## config.mk

```make
export PLATFORM = sky130hd
export DESIGN_NAME = expslot_multi
export DESIGN_NICKNAME = d
export VERILOG_FILES = /design/src/rtl/expslot_multi.sv
export SDC_FILE = /design/constraint.sdc
export NUM_CORES = 1
export LEC_CHECK = 0
export ABC_AREA = 0
export CORE_ASPECT_RATIO = 1.75
export CORE_MARGIN = 2
export CORE_UTILIZATION = 42
export DETAILED_ROUTE_END_ITERATION = 8
export PLACE_DENSITY = 0.75
export RECOVER_POWER = 100
export SYNTH_ARGS = -nofsm -noshare
export SYNTH_HDL_FRONTEND = slang
export SYNTH_SLANG_ARGS = --single-unit
```

## constraint.sdc

```tcl
create_clock -name clk -period 2.5 [get_ports clk]
set_input_delay 0.5 -clock clk [delete_from_list [all_inputs] [get_ports clk]]
set_output_delay 0.5 -clock clk [all_outputs]
set_load 0.01 [all_outputs]
```

## src/rtl/expslot_multi.sv

```systemverilog
// -----------------------------------------------------------------------------
// expslot_multi
//   MSX secondary-slot expander for up to four primary slot channels. Each
//   expanded channel owns a subslot register at REG_ADDR. The register splits
//   the 64 KiB space into four 16 KiB pages, and each page gets a 2-bit
//   subslot field. Reading REG_ADDR returns the inverted register value. The
//   read data is driven while busreq is held high for HOLD_CYCLES clocks.
//   Non-expanded channels pass their primary select straight to subslot 0.
//
// Ports
//   clk      in   system clock
//   reset    in   synchronous, active-high reset
//   enable   in   bus-sample qualifier (HOLD countdown ignores it)
//   addr     in   [15:0] Z80 address
//   cdin     in   [7:0]  CPU write data
//   cdout    out  [7:0]  registered read-back data (~register)
//   busreq   out  high while read data is being driven
//   sltsl_n  in   [NUM_PRI-1:0] active-low primary slot selects
//   rd_n     in   active-low read strobe
//   wr_n     in   active-low write strobe
//   slotsel  out  [4*NUM_PRI-1:0] one-hot subslot selects, 4 bits per channel
//   slotreg  out  [8*NUM_PRI-1:0] subslot register contents (debug)
// -----------------------------------------------------------------------------
module expslot_multi #(
    parameter int unsigned NUM_PRI     = 1,
    parameter logic [3:0]  EXPANDED    = 4'b0001,
    parameter logic [15:0] REG_ADDR    = 16'hFFFF,
    parameter logic [7:0]  RESET_VAL   = 8'h55,
    parameter int unsigned HOLD_CYCLES = 4
) (
    input  logic                   clk,
    input  logic                   reset,
    input  logic                   enable,
    input  logic [15:0]            addr,
    input  logic [7:0]             cdin,
    output logic [7:0]             cdout,
    output logic                   busreq,
    input  logic [NUM_PRI-1:0]     sltsl_n,
    input  logic                   rd_n,
    input  logic                   wr_n,
    output logic [4*NUM_PRI-1:0]   slotsel,
    output logic [8*NUM_PRI-1:0]   slotreg
);

    if (NUM_PRI < 1 || NUM_PRI > 4) begin : g_bad_num_pri
        $error("expslot_multi: NUM_PRI must be in 1..4");
    end
    if (HOLD_CYCLES < 1 || HOLD_CYCLES > 15) begin : g_bad_hold
        $error("expslot_multi: HOLD_CYCLES must be in 1..15");
    end

    localparam logic [3:0] HOLD_INIT = 4'(HOLD_CYCLES);

    typedef enum logic [1:0] {
        ST_IDLE,
        ST_HOLD,
        ST_WAIT
    } state_t;

    state_t                     state;
    state_t                     state_nx;
    logic [3:0]                 hold_cnt;
    logic [NUM_PRI-1:0][7:0]    regs;
    logic [NUM_PRI-1:0]         sel_oh;
    logic                       sel_valid;
    logic                       reg_hit;
    logic                       load_reg;
    logic                       load_rd;
    logic [7:0]                 rd_val;

    // Maps the 2-bit field of page p to a one-hot subslot vector.
    function automatic logic [3:0] page_onehot(input logic [7:0] r, input logic [1:0] p);
        logic [1:0] f;
        case (p)
            2'd0:    f = r[1:0];
            2'd1:    f = r[3:2];
            2'd2:    f = r[5:4];
            default: f = r[7:6];
        endcase
        return 4'b0001 << f;
    endfunction

    assign reg_hit = enable && (addr == REG_ADDR);

    // Lowest-index selected expanded channel wins. Non-expanded channels
    // do not take part in this priority.
    always_comb begin
        sel_oh    = '0;
        sel_valid = 1'b0;
        rd_val    = '0;
        for (int unsigned i = 0; i < NUM_PRI; i++) begin
            if (!sel_valid && EXPANDED[i] && !sltsl_n[i]) begin
                sel_valid = 1'b1;
                sel_oh[i] = 1'b1;
                rd_val    = regs[i];
            end
        end
    end

    always_ff @(posedge clk) begin
        if (reset) begin
            state <= ST_IDLE;
        end else begin
            state <= state_nx;
        end
    end

    always_comb begin
        state_nx = state;
        load_reg = 1'b0;
        load_rd  = 1'b0;
        case (state)
            ST_IDLE: begin
                if (reg_hit && sel_valid) begin
                    if (!wr_n) begin
                        load_reg = 1'b1;
                        state_nx = ST_WAIT;
                    end else if (!rd_n) begin
                        load_rd  = 1'b1;
                        state_nx = ST_HOLD;
                    end
                end
            end
            ST_HOLD: begin
                // Countdown is clock-driven, not enable-driven.
                if (hold_cnt == 4'd1) begin
                    state_nx = ST_WAIT;
                end
            end
            ST_WAIT: begin
                // Both strobes must be released before the next access is
                // accepted, so a long strobe commits only once.
                if (enable && rd_n && wr_n) begin
                    state_nx = ST_IDLE;
                end
            end
            default: state_nx = ST_IDLE;
        endcase
    end

    always_ff @(posedge clk) begin
        if (reset) begin
            hold_cnt <= '0;
            cdout    <= '0;
            for (int unsigned i = 0; i < NUM_PRI; i++) begin
                regs[i] <= RESET_VAL;
            end
        end else begin
            if (load_rd) begin
                hold_cnt <= HOLD_INIT;
                cdout    <= ~rd_val;
            end else if (state == ST_HOLD) begin
                hold_cnt <= hold_cnt - 4'd1;
            end
            for (int unsigned i = 0; i < NUM_PRI; i++) begin
                if (load_reg && sel_oh[i]) begin
                    regs[i] <= cdin;
                end
            end
        end
    end

    assign busreq  = (state == ST_HOLD);
    assign slotreg = regs;

    always_comb begin
        slotsel = '0;
        for (int unsigned i = 0; i < NUM_PRI; i++) begin
            if (EXPANDED[i]) begin
                if (!sltsl_n[i] && addr != REG_ADDR) begin
                    slotsel[4*i +: 4] = page_onehot(regs[i], addr[15:14]);
                end
            end else begin
                slotsel[4*i] = ~sltsl_n[i];
            end
        end
    end

endmodule
```

### Yosys cells after proc, flatten, opt, wreduce, memory -nomap -nowiden

Index checks and enable logic that the tools add are counted.

| word-level totals | value |
|---|---|
| output and inout port bits | 21 |
| logic and storage cells | 51 |
| flip-flop bits (word level) | 22 |
| input port bits | 30 |

| cells by class | value |
|---|---|
| reduce and logical (&&, ||, !) cells | 12 |
| muxes and demuxes | 20 |
| equal/unequal tests | 11 |
| shifts and indexed selects | 1 |
| bitwise logic cells | 1 |
| add/sub/neg operators | 1 |

Operators with widths:

| operator | count |
|---|---|
| == test 16 bit, second input constant | 1 |
| != test 16 bit, second input constant | 1 |
| 2-to-1 mux 2 bit | 6 |
| one-hot mux 2 bit (3 select lines) | 2 |
| 2-to-1 mux 1 bit | 8 |
| 2-to-1 mux 8 bit | 1 |
| inverter 8 bit | 1 |
| logical AND 1 bit | 6 |
| 2-to-1 mux 3 bit | 2 |
| == test 2 x 1 -> 1 bit, second input constant | 2 |
| == test 2 bit, second input constant | 2 |
| == test 4 x 1 -> 1 bit, second input constant | 1 |
| logical NOT 2 bit | 2 |
| 2-to-1 mux 4 bit | 1 |
| != test 2 bit, second input constant | 2 |
| AND reduction 4 bit | 1 |
| << shifter 1 x 2 -> 4 bit, first input constant | 1 |
| subtractor 4 x 1 -> 4 bit, second input constant | 1 |
| != test 3 bit, second input constant | 1 |
| != test 2 x 1 -> 1 bit, second input constant | 1 |
| nonzero test 2 bit | 1 |
| OR reduction 2 bit | 1 |
| logical NOT 1 bit | 1 |

### Logic depth before layout (Yosys ltp)

| depth | value |
|---|---|
| depth after elaboration | 6 |
| depth in mapped cells | 5 |
| gate-level depth less buffers | 5 |

### Worst setup path after synthesis

Ideal clock, no wire load.

| path | value |
|---|---|
| path kind | input to output |
| start | input addr[14] |
| end | output slotsel[1] |
| required time | 2.000 ns |
| stages on the path | 2 |
| arrival time | 1.566 ns |
| path slack | 0.434 ns |
| path through | mux4_1 nor4b_1 |

| on the way | value |
|---|---|
| longest elaborated chain between the ends | 5 |
| elaborated cells on any way between the ends | 9 |

Ends and longest elaborated chain:

| element | line | text |
|---|---|---|
| start, declared | 34 | `input logic [15:0] addr,` |
| == test 2 bit (tied with other cells) | 74 | `case (p)` |
| one-hot mux 2 bit (3 select lines) | 74 |  |
| 2-to-1 mux 2 bit | 170 | `if (!sltsl_n[i] && addr != REG_ADDR) begin` |
| << shifter 1 x 2 -> 4 bit | 80 | `return 4'b0001 << f;` |
| 2-to-1 mux 4 bit (*) | 170 |  |
| end, declared | 41 | `output logic [4*NUM_PRI-1:0] slotsel,` |

Mark *: on every way between the ends. The rest lies on a longest branch, timed or not. The select of a mux whose other input is x is not followed.

### Worst setup path in the final report

| path | value |
|---|---|
| start | input addr[5] |
| end | output slotsel[3] |

| on the way | value |
|---|---|
| longest elaborated chain between the ends | 3 |

Ends and longest elaborated chain:

| element | line |
|---|---|
| != test 16 bit | 170 |
| logical AND 1 bit | 170 |
| 2-to-1 mux 4 bit | 170 |

Every way passes these cells.

==> flow_metrics.py <==
metrics = {
    "critical_path": {
        "crit_type": "in2out",
        "crit_arrival_ns": 1.89,
        "crit_required_ns": 2.00,
        "cp_max_fo": 5,
        "worst_setup_path_end_kind": "output pin",
        "cp-start-kind": "input port",
    },
    "grt": {
        "antenna_found_initial": 0,
        "grt_pass1_wl_um": 5640,
        "grt_overflow": 0,
        "grt_pass1_vias": 1278,
        "grt_max_degree": 21,
        "track_usage": 0.229,
    },
    "routing": {
        "vias": 1248,
        "wl_per_cell_um": 16.5,
        "dr.first_iter.drc_count": 24,
        "dr.pass1.iters": 4,
        "drtAntennaViolNets": 0,
        "drc": 0,
        "totalWireLength_um": 3520,
        "avgViaCountPerCell": 5.83,
    },
    "clock_network": {
        "clock-sinks": 22,
        "path_clk_slew_ns": 0.08,
        "cts_tree": "yes",
        "clock_path_buffers": 2,
        "clkLatencyLatePin_ns": 0.27,
        "root_buffer": "clkbuf_8",
        "cts_buffers": 3,
        "h-tree-depth": 1,
        "postCtsHoldBufs": 0,
    },
    "logic_synthesis": {
        "synth_area_um2": 1210,
        "synth_cell_types": 40,
        "synth.yosys.seq_area_share": 0.365,
        "postSynth.asyncResetShare": 0,
        "synthCells": 125,
        "synthTopCellsByArea": "dfxtp_1, a211oi_1, mux4_1",
        "ys.flop_type": "dfxtp_1",
        "yosys_warnings": 0,
        "yosys.area.top_type": "dfxtp_1",
        "yosysMostFrequentCell": "dfxtp_1",
        "yosys_register_bits": 22,
        "synth_common_cells": "dfxtp_1, nor2_1, a211oi_1",
        "netlist.area_leader.share": 0.365,
        "syn_nets": 157,
        "syn_area_per_cell_um2": 9.65,
        "synth-edff-count": 0,
    },
    "sta": {
        "finalMaxSlewViolations": 0,
        "fin_crit_ns": 2.39,
        "period_share": 0.958,
        "hold_violations": 0,
        "setup_viol": 0,
        "slew_headroom": 0.717,
        "worst_pin_slew_ns": 0.425,
        "max_freq_mhz": 418,
        "grt_setup_unrepaired": "no",
        "finalClockSkew_ns": 0.00115,
        "hold_ws_ns": 0.477,
    },
    "pwr": {
        "p_sw_w": 0.000152,
        "pwr-share-comb": 0.132,
        "peakVddDrop_mv": 0.481,
        "p_int_w": 0.000546,
        "p_leak_nw": 0.692,
        "seqPwrFrac": 0.501,
        "swShare": 0.218,
        "totalPowerFinal_w": 0.000698,
        "p_clk_frac": 0.366,
        "powerDensity_nw_per_um2": 373,
    },
    "final_layout": {
        "final_cells": 214,
        "diodes": 0,
        "area_growth_pct": 55.1,
        "multi_input_area_um2": 711,
        "finalNetCount": 220,
        "utilization": 0.687,
        "fill_cells": 228,
        "drive_gt1_frac": 0.171,
        "seq_area_um2": 440,
        "final_cell_area_um2": 1870,
    },
    "worst_hold_path": {
        "min-delay-path-class": "reg2reg",
    },
    "floorplanning": {
        "design.core.area_um2": 2720,
        "die_y_um": 74.9,
        "die-width_um": 44.5,
        "initial_core_util": 0.443,
        "dieArea_um2": 3330,
        "boundaryPins": 51,
        "core.rowCount": 25,
    },
    "placed_design": {
        "gp_congestion": 0.743,
        "dp_cells": 209,
        "placed_area_um2": 1800,
        "io_buffer_count": 50,
        "dpl.hpwl_um": 2670,
    },
    "run_status": {
        "status": "finished clean",
    },
    "run": {
        "max-cap-violations": 0,
    },
}
kinds of logic after synthesis:
family          share of synthesized area
compound gates                      0.163
buf+inv                            0.0612
xor+xnor                           0.0218
mux                                0.0768
flops                               0.365
fa+ha+maj                          0.0207
simple gates                        0.291
layer usage:
| layer | wire (um) | GRT usage | vias to the layer above |
|---|---|---|---|
| met5 | 0 | 0 | - |
| li1 | - | - | 603 |
| met4 | 72 | 0.138 | 0 |
| met1 | 1350 | 0.241 | 582 |
| met3 | 219 | 0.0384 | 7 |
| met2 | 1880 | 0.411 | 56 |
state kept, by name (all words and copies together) (netlist names):
| signal | flops |
|---|---|
| cdout | 8 |
| hold_cnt | 4 |
| slotreg | 8 |
| state | 2 |
final timing paths:
kind                                from    endpoint  slack (ns)  cells after the start
worst max-delay path             addr[5]  slotsel[3]        0.11                      6
worst min-delay path            cdout[7]    cdout[7]        0.48                      2
worst max register to register  state[0]  slotreg[3]        0.60                      4
worst min register to register  cdout[7]    cdout[7]        0.48                      2
through the flow:
| stage | worst slack [ns] | setup TNS (ns) |
|---|---|---|
| final | 0.106 | 0 |
| after global routing | 0.0249 | 0 |
| after CTS | 0.0156 | 0 |
| after detailed placement | -0.664 | -2.89 |
| after global placement | -0.588 | -2.55 |
| after floorplan | 0.434 | 0 |
cell type report:
class,instances,area share
inverters,3,0.00602
clock buffers,4,0.0294
flip-flops and latches,22,0.235
multi-input cells,91,0.380
well taps,27,0.0181
repair buffers,67,0.331
cell usage in the layout, fill, tap and decap left out, types with 3 or more instances in the layout:
master / instances
nand2_1: 5
nand4b_1: 5
mux2i_1: 4
nor2_1: 12
o21ai_0: 5
nor4_4: 3
inv_1: 3
a211oi_1: 8
a31oi_1: 7
clkbuf_8: 4
clkdlybuf4s15_1: 4
clkdlybuf4s50_1: 26
dfxtp_1: 22
buf_4: 15
a21oi_1: 7
dlygate4sd3_1: 18
nand4_1: 3
worst max-delay path, stage by stage:
cell and delay [ns]:
clkdlybuf4s50_1 0.52, nand4_4 0.13, nor4_4 0.27, buf_4 0.18, nor4bb_1 0.05, clkdlybuf4s15_1 0.24
repair_timing:
| item | in CTS | in global routing |
|---|---|---|
| gates resized for setup | 10 | 9 |
| endpoints found under the setup margin | 4 | 4 |
| buffers inserted | 0 | 1 |
| pin swaps | 1 | 2 |
power groups by stage:
| stage | Clock (W) | Sequential, W | Combinational, W |
|---|---|---|---|
| after floorplan | 0 | 0.000358 | 0.0000289 |
| after global placement | 0 | 0.000358 | 0.0000897 |
| after detailed placement | 0 | 0.000358 | 0.0000919 |
| after CTS | 0.000260 | 0.000350 | 0.0000928 |
| after global routing | 0.000273 | 0.000350 | 0.0000978 |
| final | 0.000256 | 0.000350 | 0.0000922 |
Note: power is estimated with default switching activity, not from simulation.
